===== src/rtl/mau_pkg.sv =====
// mau_pkg: shared funct3 codes, result-source encoding, FSM states and byte-mask helper
package mau_pkg;
  localparam logic [2:0] F3_B  = 3'b000;
  localparam logic [2:0] F3_H  = 3'b001;
  localparam logic [2:0] F3_W  = 3'b010;
  localparam logic [2:0] F3_D  = 3'b011;
  localparam logic [2:0] F3_BU = 3'b100;
  localparam logic [2:0] F3_HU = 3'b101;
  localparam logic [2:0] F3_WU = 3'b110;
  localparam logic RD_SRC_ALU = 1'b0;
  localparam logic RD_SRC_PC4 = 1'b1;
  typedef enum logic [1:0] {S_IDLE, S_REQ, S_WAIT, S_WB} state_t;
  function automatic logic [7:0] size_mask(input logic [1:0] sz);
    return sz == 2'd0 ? 8'h01 : sz == 2'd1 ? 8'h03 : sz == 2'd2 ? 8'h0f : 8'hff;
  endfunction
endpackage


===== src/rtl/mem_access_unit_load_extract.sv =====
// load_extract: shifts a full-word read down by byte offset and sign/zero-extends to the access size
module load_extract
  import mau_pkg::*;
#(
  parameter int XLEN = 32
) (
  input  logic [2:0]               funct3,
  input  logic [$clog2(XLEN/8)-1:0] offset,
  input  logic [XLEN-1:0]          rsp_data,
  output logic [XLEN-1:0]          data
);
  logic [1:0] sz;
  logic [XLEN-1:0] shifted, keep;
  logic sgn, uns;
  always_comb begin
    sz = funct3[1:0];
    shifted = rsp_data >> {offset, 3'b000};
    keep = sz == F3_B[1:0] ? XLEN'(8'hff) : sz == F3_H[1:0] ? XLEN'(16'hffff) : sz == F3_W[1:0] ? XLEN'(32'hffff_ffff) : '1;
    sgn = sz == F3_B[1:0] ? shifted[7] : sz == F3_H[1:0] ? shifted[15] : sz == F3_W[1:0] ? shifted[31] : 1'b0;
    uns = funct3 == F3_BU || funct3 == F3_HU || funct3 == F3_WU;
    data = (shifted & keep) | ({XLEN{sgn & ~uns}} & ~keep);
  end
endmodule


===== src/rtl/mem_access_unit.sv =====
// mem_access_unit: EX-to-writeback memory stage with one outstanding op, store lane alignment, load extraction and misalignment faults
module mem_access_unit
  import mau_pkg::*;
#(
  parameter int XLEN   = 32,
  parameter int ADDR_W = 32
) (
  input  logic                clk,
  input  logic                rst,
  input  logic                ex_valid,
  output logic                ex_ready,
  input  logic                ex_mem_rd,
  input  logic                ex_mem_wr,
  input  logic [2:0]          ex_funct3,
  input  logic [ADDR_W-1:0]   ex_addr,
  input  logic [XLEN-1:0]     ex_wdata,
  input  logic [4:0]          ex_rd_idx,
  input  logic                ex_rd_src,
  input  logic [XLEN-1:0]     ex_alu_res,
  input  logic [XLEN-1:0]     ex_pc4,
  output logic                dmem_req_valid,
  input  logic                dmem_req_ready,
  output logic                dmem_we,
  output logic [ADDR_W-1:0]   dmem_addr,
  output logic [XLEN/8-1:0]   dmem_be,
  output logic [XLEN-1:0]     dmem_wdata,
  input  logic                dmem_rsp_valid,
  input  logic [XLEN-1:0]     dmem_rsp_data,
  output logic                wb_valid,
  output logic                wb_we,
  output logic [4:0]          wb_rd_idx,
  output logic [XLEN-1:0]     wb_data,
  output logic                misalign_err,
  output logic [ADDR_W-1:0]   misalign_addr
);
  localparam int OFF_W = $clog2(XLEN/8);
  localparam int BEW = XLEN/8;
  state_t state;
  logic [2:0] ld_f3;
  logic [OFF_W-1:0] ld_off, off;
  logic [XLEN-1:0] ld_data;
  logic [1:0] sz;
  logic mem_op, legal, mis, fault;
  always_comb begin
    sz = ex_funct3[1:0];
    off = ex_addr[OFF_W-1:0];
    mem_op = ex_mem_rd | ex_mem_wr;
    legal = XLEN == 64 ? ex_funct3 != 3'b111 : ex_funct3 != F3_D && ex_funct3 != F3_WU && ex_funct3 != 3'b111;
    mis = sz == F3_H[1:0] ? ex_addr[0] : sz == F3_W[1:0] ? |ex_addr[1:0] : sz == F3_D[1:0] ? |ex_addr[2:0] : 1'b0;
    fault = mem_op & (~legal | mis);
  end
  load_extract #(.XLEN(XLEN)) u_extract (
    .funct3(ld_f3),
    .offset(ld_off),
    .rsp_data(dmem_rsp_data),
    .data(ld_data)
  );
  always_ff @(posedge clk or posedge rst)
    if (rst) begin
      state <= S_IDLE;
      ex_ready <= 1'b1;
      dmem_req_valid <= 1'b0;
      dmem_we <= 1'b0;
      dmem_addr <= '0;
      dmem_be <= '0;
      dmem_wdata <= '0;
      wb_valid <= 1'b0;
      wb_we <= 1'b0;
      wb_rd_idx <= '0;
      wb_data <= '0;
      misalign_err <= 1'b0;
      misalign_addr <= '0;
      ld_f3 <= '0;
      ld_off <= '0;
    end else case (state)
      S_IDLE: if (ex_valid && ex_ready) begin
        ex_ready <= 1'b0;
        wb_rd_idx <= ex_rd_idx;
        ld_f3 <= ex_funct3;
        ld_off <= off;
        if (mem_op && !fault) begin
          state <= S_REQ;
          dmem_req_valid <= 1'b1;
          dmem_we <= ex_mem_wr;
          dmem_addr <= {ex_addr[ADDR_W-1:OFF_W], {OFF_W{1'b0}}};
          dmem_be <= BEW'(size_mask(sz)) << off;
          dmem_wdata <= ex_wdata << {off, 3'b000};
        end else begin
          state <= S_WB;
          wb_valid <= 1'b1;
          wb_we <= !mem_op && ex_rd_idx != 5'd0;
          wb_data <= mem_op ? '0 : ex_rd_src == RD_SRC_PC4 ? ex_pc4 : ex_alu_res;
          misalign_err <= fault;
          if (fault) misalign_addr <= ex_addr;
        end
      end
      S_REQ: if (dmem_req_ready) begin
        dmem_req_valid <= 1'b0;
        dmem_we <= 1'b0;
        dmem_be <= '0;
        state <= dmem_we ? S_WB : S_WAIT;
        wb_valid <= dmem_we;
        wb_we <= 1'b0;
        wb_data <= '0;
      end
      S_WAIT: if (dmem_rsp_valid) begin
        state <= S_WB;
        wb_valid <= 1'b1;
        wb_we <= wb_rd_idx != 5'd0;
        wb_data <= ld_data;
      end
      S_WB: begin
        state <= S_IDLE;
        ex_ready <= 1'b1;
        wb_valid <= 1'b0;
        wb_we <= 1'b0;
        misalign_err <= 1'b0;
      end
    endcase
endmodule

===== config.mk =====
export PLATFORM = sky130hd
export DESIGN_NAME = mem_access_unit
export DESIGN_NICKNAME = d
export VERILOG_FILES = /design/src/rtl/mau_pkg.sv /design/src/rtl/mem_access_unit_load_extract.sv /design/src/rtl/mem_access_unit.sv
export SDC_FILE = /design/constraint.sdc
export NUM_CORES = 1
export LEC_CHECK = 0
export ABC_AREA = 1
export CORE_UTILIZATION = 47
export DETAILED_ROUTE_END_ITERATION = 8
export PLACE_DENSITY = 0.86
export SKIP_LAST_GASP = 1
export SLEW_MARGIN = 40
export SYNTH_ARGS = -nofsm -noshare
export SYNTH_HDL_FRONTEND = slang
export SYNTH_SLANG_ARGS = --single-unit

===== constraint.sdc =====
create_clock -name clk -period 10.7 [get_ports clk]
set_input_delay 2.14 -clock clk [delete_from_list [all_inputs] [get_ports clk]]
set_output_delay 2.14 -clock clk [all_outputs]
set_load 0.02 [all_outputs]

==> results of run 1 <==
[cells in the mapped netlist (2+ instances only)]
cell / count / share of area
nand3_1: 45 / 0.029
inv_2: 5 / 0.0024
o211ai_1: 7 / 0.0067
ha_1: 5 / 0.0080
a31oi_1: 15 / 0.012
nand3_2: 3 / 0.0038
o22ai_1: 2 / 0.0016
or2_2: 6 / 0.0048
buf_4: 6 / 0.0057
nand2_1: 377 / 0.18
a21oi_1: 81 / 0.052
o31ai_1: 8 / 0.0077
nor2_4: 2 / 0.0029
nor2_1: 37 / 0.018
inv_1: 106 / 0.051
buf_2: 21 / 0.013
clkbuf_1: 25 / 0.012
o21ai_0: 87 / 0.055
o21ai_1: 33 / 0.021
nand2_2: 2 / 0.0016
buf_1: 3 / 0.0014
buf_6: 10 / 0.014
dfrtp_1: 147 / 0.47
mux2i_1: 11 / 0.014
[worst max-delay path: stages]
cell and delay, ps:
clkdlybuf4s50_1 450, nand2_1 80, nor2_2 560, inv_2 140
nor2_4 390, inv_2 60, buf_6 300, nand2_1 170
o21ai_0 90
[cell usage in the layout, fill, tap and decap left out, types with 11 or more instances in the layout]
cell,instances
inv_1,103
o21ai_1,33
nand2_1,376
nand3_1,44
clkdlybuf4s50_1,316
dfrtp_1,147
a31oi_1,15
o21ai_0,87
nor2_1,37
mux2i_1,11
a21oi_1,81
clkbuf_16,17
[stage by stage]
| step | util | cells | setup slack (ps) |
|---|---|---|---|
| finish | 0.718 | 1561 | 6540 |
| global route | 0.718 | 1561 | 6300 |
| CTS | 0.718 | 1561 | 6550 |
| detailed placement | 0.682 | 1529 | 6120 |
| global placement | 0.681 | 1529 | 5860 |
| floorplan | - | 1057 | 4580 |
[flip-flops by register name (all words and copies together) (netlist names)]
signal          cells
dmem_wdata         32
misalign_addr      32
wb_data            32
dmem_addr          30
wb_rd_idx           5
dmem_be             4
ld_f3               3
ld_off              2
state               2
dmem_req_valid      1
dmem_we             1
ex_ready            1
misalign_err        1
wb_valid            1
wb_we               1
[logic make-up (layout without fill, tap and decap cells)]
kind of cell             Yosys count  count (layout)  share of synthesized area
flip-flops                       148             148                      0.472
multiplexers                      11              11                     0.0140
buffers and inverters            178             466                      0.101
adder cells (fa/ha/maj)            5               5                    0.00797
other                              1               2                   0.000478
AND/OR/NAND/NOR                  478             478                      0.246
AO/OA/AOI/OAI                    235             235                      0.158
[power groups by stage]
stage          combinational (mW)  clock [mW]  sequential, mW
2_1_floorplan               0.768           0            1.25
3_3_place_gp                 1.72           0           0.987
3_5_place_dp                 1.75           0           0.993
4_1_cts                      1.76       0.600           0.990
5_1_grt                      1.92       0.623            1.02
6_report                     1.75       0.588           0.992
[per-layer routing]
layer  GRT usage  wire length, um
met1       0.321             9360
met5           0                0
met3      0.0856             2080
met4       0.124              889
met2       0.496            12000
[how the worst min path moves through the flow]
stage,start,to,slack [ps],cells past startpoint
6_report,dmem_wdata[29],dmem_wdata[29],470,2
3_3_place_gp,dmem_wdata[30],dmem_wdata[30],460,2
2_1_floorplan,ld_f3[2],ld_f3[2],520,2
4_1_cts,dmem_wdata[29],dmem_wdata[29],470,2
3_5_place_dp,dmem_wdata[29],dmem_wdata[29],460,2
5_1_grt,dmem_wdata[29],dmem_wdata[29],490,2
[area by class of cell]
cell class / count / area, sq um
fill: 1263 / 4540
sequential: 148 / 3700
multi-input combinational: 731 / 3370
timing repair buffer: 322 / 3220
inverter: 112 / 428
clock buffer: 17 / 425
clock inverter: 15 / 159
tap: 216 / 270
==> run_results.csv, run 1 <==
group,metric,value,unit
timing,min_period,4160,ps
logic_synthesis,synth_edf_count,0,
clock_tree,clockBufferDepth,2,
logic_synthesis,netlist_area,7850,sq um
timing,rsz0062_at_grt,"no",
timing,fin_crit_sh,0.389,
placement,dp_hpwl,17800,um
die,core_region_area,16100,sq um
pwr,leakagePower,5.52,nW
die,start_util,0.487,
drt,viasPerCell,5.12,
final_layout,final_area,11600,sq um
placement,place_congestion,0.917,
drt,postRouteAntennaNets,0,
die,die_w,131,um
logic_synthesis,synth.distinct_cells,36,
status,status,"complete, no violations",
timing,maxSlewHeadroom,0.457,
drt,detail_route.first_pass.iterations,5,
clock_tree,clockRootBuffer,"clkbuf_16",
drt,drc,0,
timing,setup_viol,0,
worst_setup_path,critPathKind,"in2reg",
pwr,p_per_area,288,nW/um^2
timing,tightest_slew,813,ps
worst_setup_path,critical_path_required,10980,ps
worst_setup_path,worstPathArrival,4440,ps
global_route,grt_pass1_vias,7627,
clock_tree,cts.clk_slew.worst_paths,70,ps
worst_setup_path,endpoint,"dmem_addr[25]",
pwr,max-vdd-ir-drop,0.185,mV
logic_synthesis,synth-seq-cells,148,
job,maxCapViolCount,0,
pwr,pwr-share-seq,0.297,
clock_tree,cts_tree,"yes",
global_route,grt_max_degree,109,
drt,wire_per_inst,15.6,um
logic_synthesis,ys.flop_type,"dfrtp_1",
clock_tree,ctsResizeCount,0,
timing,tns,0,ps
timing,finClkSkew,12.8,ps
clock_tree,post-cts-setup-buffer-count,0,
pwr,combPwrFrac,0.526,
clock_tree,hold_buffers,0,
die,die_h,131,um
clock_tree,htreeDepth,4,
timing,clock.fmax,240,MHz
drt,via_count,7997,
logic_synthesis,syn_avg_cell_area,7.43,sq um
worst_setup_path,r2r-end,"dmem_addr[25]",
pwr,power_switching,1.47,mW
clock_tree,cts_made_buffers,17,
die,pin_count,319,
die,dieArea,17200,sq um
min_path,hp-class,"reg2reg",
global_route,grt_overflow,0,
worst_setup_path,r2r_setup_slack,7880,ps
timing,report.final.hold_viol_count,0,
worst_setup_path,critPathLaunchType,"input pin",
global_route,grt_usage,0.285,
drt,drt_iter0_markers,445,
final_layout,n_antenna_cell,0,
drt,routed_wl,24400,um
pwr,p_int,1.87,mW
timing,timing.hold.ws,471,ps
final_layout,syn2layout_area_growth,47.4,%
worst_setup_path,rr_worst_depth,10,
pwr,fin_total_pwr,3.34,mW
logic_synthesis,ys.warnings.count,0,
final_layout,nets,1513,
clock_tree,clock_latency,430,ps
placement,place_area,11000,sq um
die,core.rowCount,46,
logic_synthesis,seq_area_frac_synth,0.472,
clock_tree,clkSinkCount,148,
global_route,grt_pass1_wl,38800,um
logic_synthesis,synthArstFlopShare,1.00,
worst_setup_path,cp-startpoint,"ex_valid",
global_route,grt_antenna_before_repair,0,
placement,port_buffers,316,
final_layout,drive_gt1_frac,0.0498,
worst_setup_path,cp-end-kind,"flop",
pwr,p_clk_frac,0.176,
pwr,sw_frac_of_total,0.440,
timing,drv_slew,0,
worst_setup_path,worstPathMaxFanout,108,
worst_setup_path,timing.rr.start,"state[0]",
logic_synthesis,synth_cells,1056,
Power figures use the tool's default switching activity.
==> inputs of run 2 (changes only) <==
--- a/config.mk
+++ b/config.mk
@@ -6,9 +6,9 @@
 export NUM_CORES = 1
 export LEC_CHECK = 0
 export ABC_AREA = 1
-export CORE_UTILIZATION = 47
+export CORE_UTILIZATION = 44
 export DETAILED_ROUTE_END_ITERATION = 8
-export PLACE_DENSITY = 0.86
+export PLACE_DENSITY = 0.82
 export SKIP_LAST_GASP = 1
 export SLEW_MARGIN = 40
 export SYNTH_ARGS = -nofsm -noshare
==> constraint.sdc (replaced) <==
create_clock -name clk -period 4.2 [get_ports clk]
set_input_delay 0.84 -clock clk [delete_from_list [all_inputs] [get_ports clk]]
set_output_delay 0.84 -clock clk [all_outputs]
set_load 0.02 [all_outputs]
==> run_results.csv, run 2 (synthesis results as in run 1) <==
group,metric,value,unit
status,status,"complete, no violations",
drt,via_count,7983,
final_layout,fillers,1415,
die,core.rowCount,48,
timing,tns,0,ps
clock_tree,clockBufferDepth,2,
clock_tree,post-cts-setup-buffer-count,0,
clock_tree,clkSinkCount,148,
drt,drc,0,
clock_tree,hold_buffers,0,
global_route,grt_usage,0.271,
drt,drt_iter0_markers,574,
pwr,leakagePower,5.59,nW
worst_setup_path,r2r_setup_slack,1710,ps
worst_setup_path,critical_path_required,4530,ps
pwr,max-vdd-ir-drop,0.463,mV
global_route,grt_max_degree,109,
drt,routed_wl,24700,um
clock_tree,cts_tree,"yes",
final_layout,drive_gt1_frac,0.0567,
die,start_util,0.452,
worst_setup_path,critPathMaxStageDelay,500,ps
pwr,p_clk_frac,0.181,
final_layout,nets,1525,
placement,place_congestion,0.848,
pwr,pwr-share-seq,0.296,
worst_setup_path,crit_buf_inv,5,
die,die_h,136,um
pwr,p_per_area,731,nW/um^2
clock_tree,ctsResizeCount,0,
min_path,hp-class,"reg2reg",
die,core_region_area,17400,sq um
final_layout,reg.largest.list,"dmem_wdata (32), misalign_addr (32), wb_data (32)",
job,maxCapViolCount,0,
final_layout,syn2layout_area_growth,49.3,%
worst_setup_path,crit_chain,"clkdlybuf4s50_1 -> nand2_1 -> nor2_2 -> buf_4 -> inv_2 -> nor2_4 -> inv_2 -> buf_6 -> o21ai_0",
timing,min_period,2550,ps
timing,tightest_slew,752,ps
global_route,grt_overflow,0,
timing,maxSlewHeadroom,0.499,
pwr,combPwrFrac,0.524,
worst_setup_path,worst_path_most_repeated_cell,"inv_2",
drt,postRouteAntennaNets,0,
timing,fin_crit_sh,0.606,
die,die_w,136,um
timing,rsz0062_at_grt,"no",
clock_tree,clock_latency,430,ps
final_layout,mostFrequentLayoutCells,"nand2_1 (375), clkdlybuf4s50_1 (316), dfrtp_1 (147)",
global_route,grt_antenna_before_repair,0,
timing,setup_viol,0,
timing,finClkSkew,11.5,ps
pwr,p_int,4.79,mW
placement,port_buffers,316,
worst_setup_path,cp-end-kind,"flop",
drt,viasPerCell,5.05,
final_layout,n_antenna_cell,0,
worst_setup_path,worstPathArrival,2880,ps
global_route,grt_pass1_vias,7620,
die,dieArea,18400,sq um
worst_setup_path,crit_family,"buffers and inverters",
worst_setup_path,critPathKind,"in2reg",
pwr,fin_total_pwr,8.56,mW
final_layout,final_util,0.675,
placement,dpl_worst_slack,1220,ps
clock_tree,htreeDepth,4,
timing,clock.fmax,393,MHz
pwr,power_switching,3.77,mW
clock_tree,clockRootBuffer,"clkbuf_16",
worst_setup_path,critPathSlowestCell,"clkdlybuf4s50_1",
worst_setup_path,worstPathMaxFanout,108,
die,pin_count,319,
timing,fin_ws,1650,ps
clock_tree,cts_made_buffers,17,
final_layout,final_common_cell,"nand2_1",
global_route,grt_pass1_wl,38100,um
timing,drv_slew,0,
placement,dp_hpwl,18700,um
timing,report.final.hold_viol_count,0,
clock_tree,cts.clk_slew.worst_paths,70,ps
drt,detail_route.first_pass.iterations,5,
drt,wire_per_inst,15.6,um
pwr,sw_frac_of_total,0.440,
worst_setup_path,critPathLaunchType,"input pin",
## run 2: changes by cell type in the layout (fill, tap and decap cells not counted), moves of 2 or more
cell / delta
inv_2: -3
inv_1: +2
inv_6: -2
clkinv_8: +2
buf_4: +11
## run 2: metrics by stage
| step | hold WS, ps | std cells | instance area, sq um |
|---|---|---|---|
| floorplan | 515 | 1057 | 7860 |
| global placement | 456 | 1549 | 11100 |
| detailed placement | 458 | 1550 | 11100 |
| CTS | 476 | 1582 | 11700 |
| global route | 493 | 1582 | 11700 |
| finish | 475 | 1582 | 11700 |
## run 2: layer usage
metal | GRT usage | wire length (um) | part of all wire
met2 | 0.463 | 12200 | 0.49
met5 | 0 | 0 | 0
met4 | 0.122 | 732 | 0.030
met1 | 0.307 | 9370 | 0.38
met3 | 0.0868 | 2410 | 0.097
## run 2: path summary, 6_finish.rpt
check | start | end | depth (start not counted)
min | dmem_wdata[27] | dmem_wdata[27] | 2
max reg2reg | state[0] | dmem_addr[14] | 10
min in group asynchronous | rst | dmem_wdata[20] | 2
min reg2reg | dmem_wdata[27] | dmem_wdata[27] | 2
max | ex_valid | dmem_addr[14] | 9
max in group asynchronous | rst | wb_data[21] | 3
## run 2: worst reg2reg max path, cell delays in order (launching register included)
cell and delay, ps:
dfrtp_1 410, inv_1 150, ha_1 300, inv_2 80, nor2_2 100, buf_4 220
inv_2 90, nor2_4 350, inv_2 60, buf_6 280, o21ai_0 370
## run 2: area by class of cell
class                      instances  area, sq um  share of cell area
clock buffer                      17          425              0.0363
clock inverter                    15          181              0.0155
tap                              225          282              0.0240
sequential                       148         3700               0.316
timing repair buffer             334         3330               0.285
multi-input combinational        731         3360               0.287
inverter                         112          424              0.0362
## run 2: power by group through the flow
stage,sequential (mW),clock [mW],combinational (mW)
2_1_floorplan,3.19,0,1.96
3_3_place_gp,2.52,0,4.39
3_5_place_dp,2.53,0,4.49
4_1_cts,2.53,1.57,4.50
5_1_grt,2.61,1.63,4.91
6_report,2.53,1.55,4.48
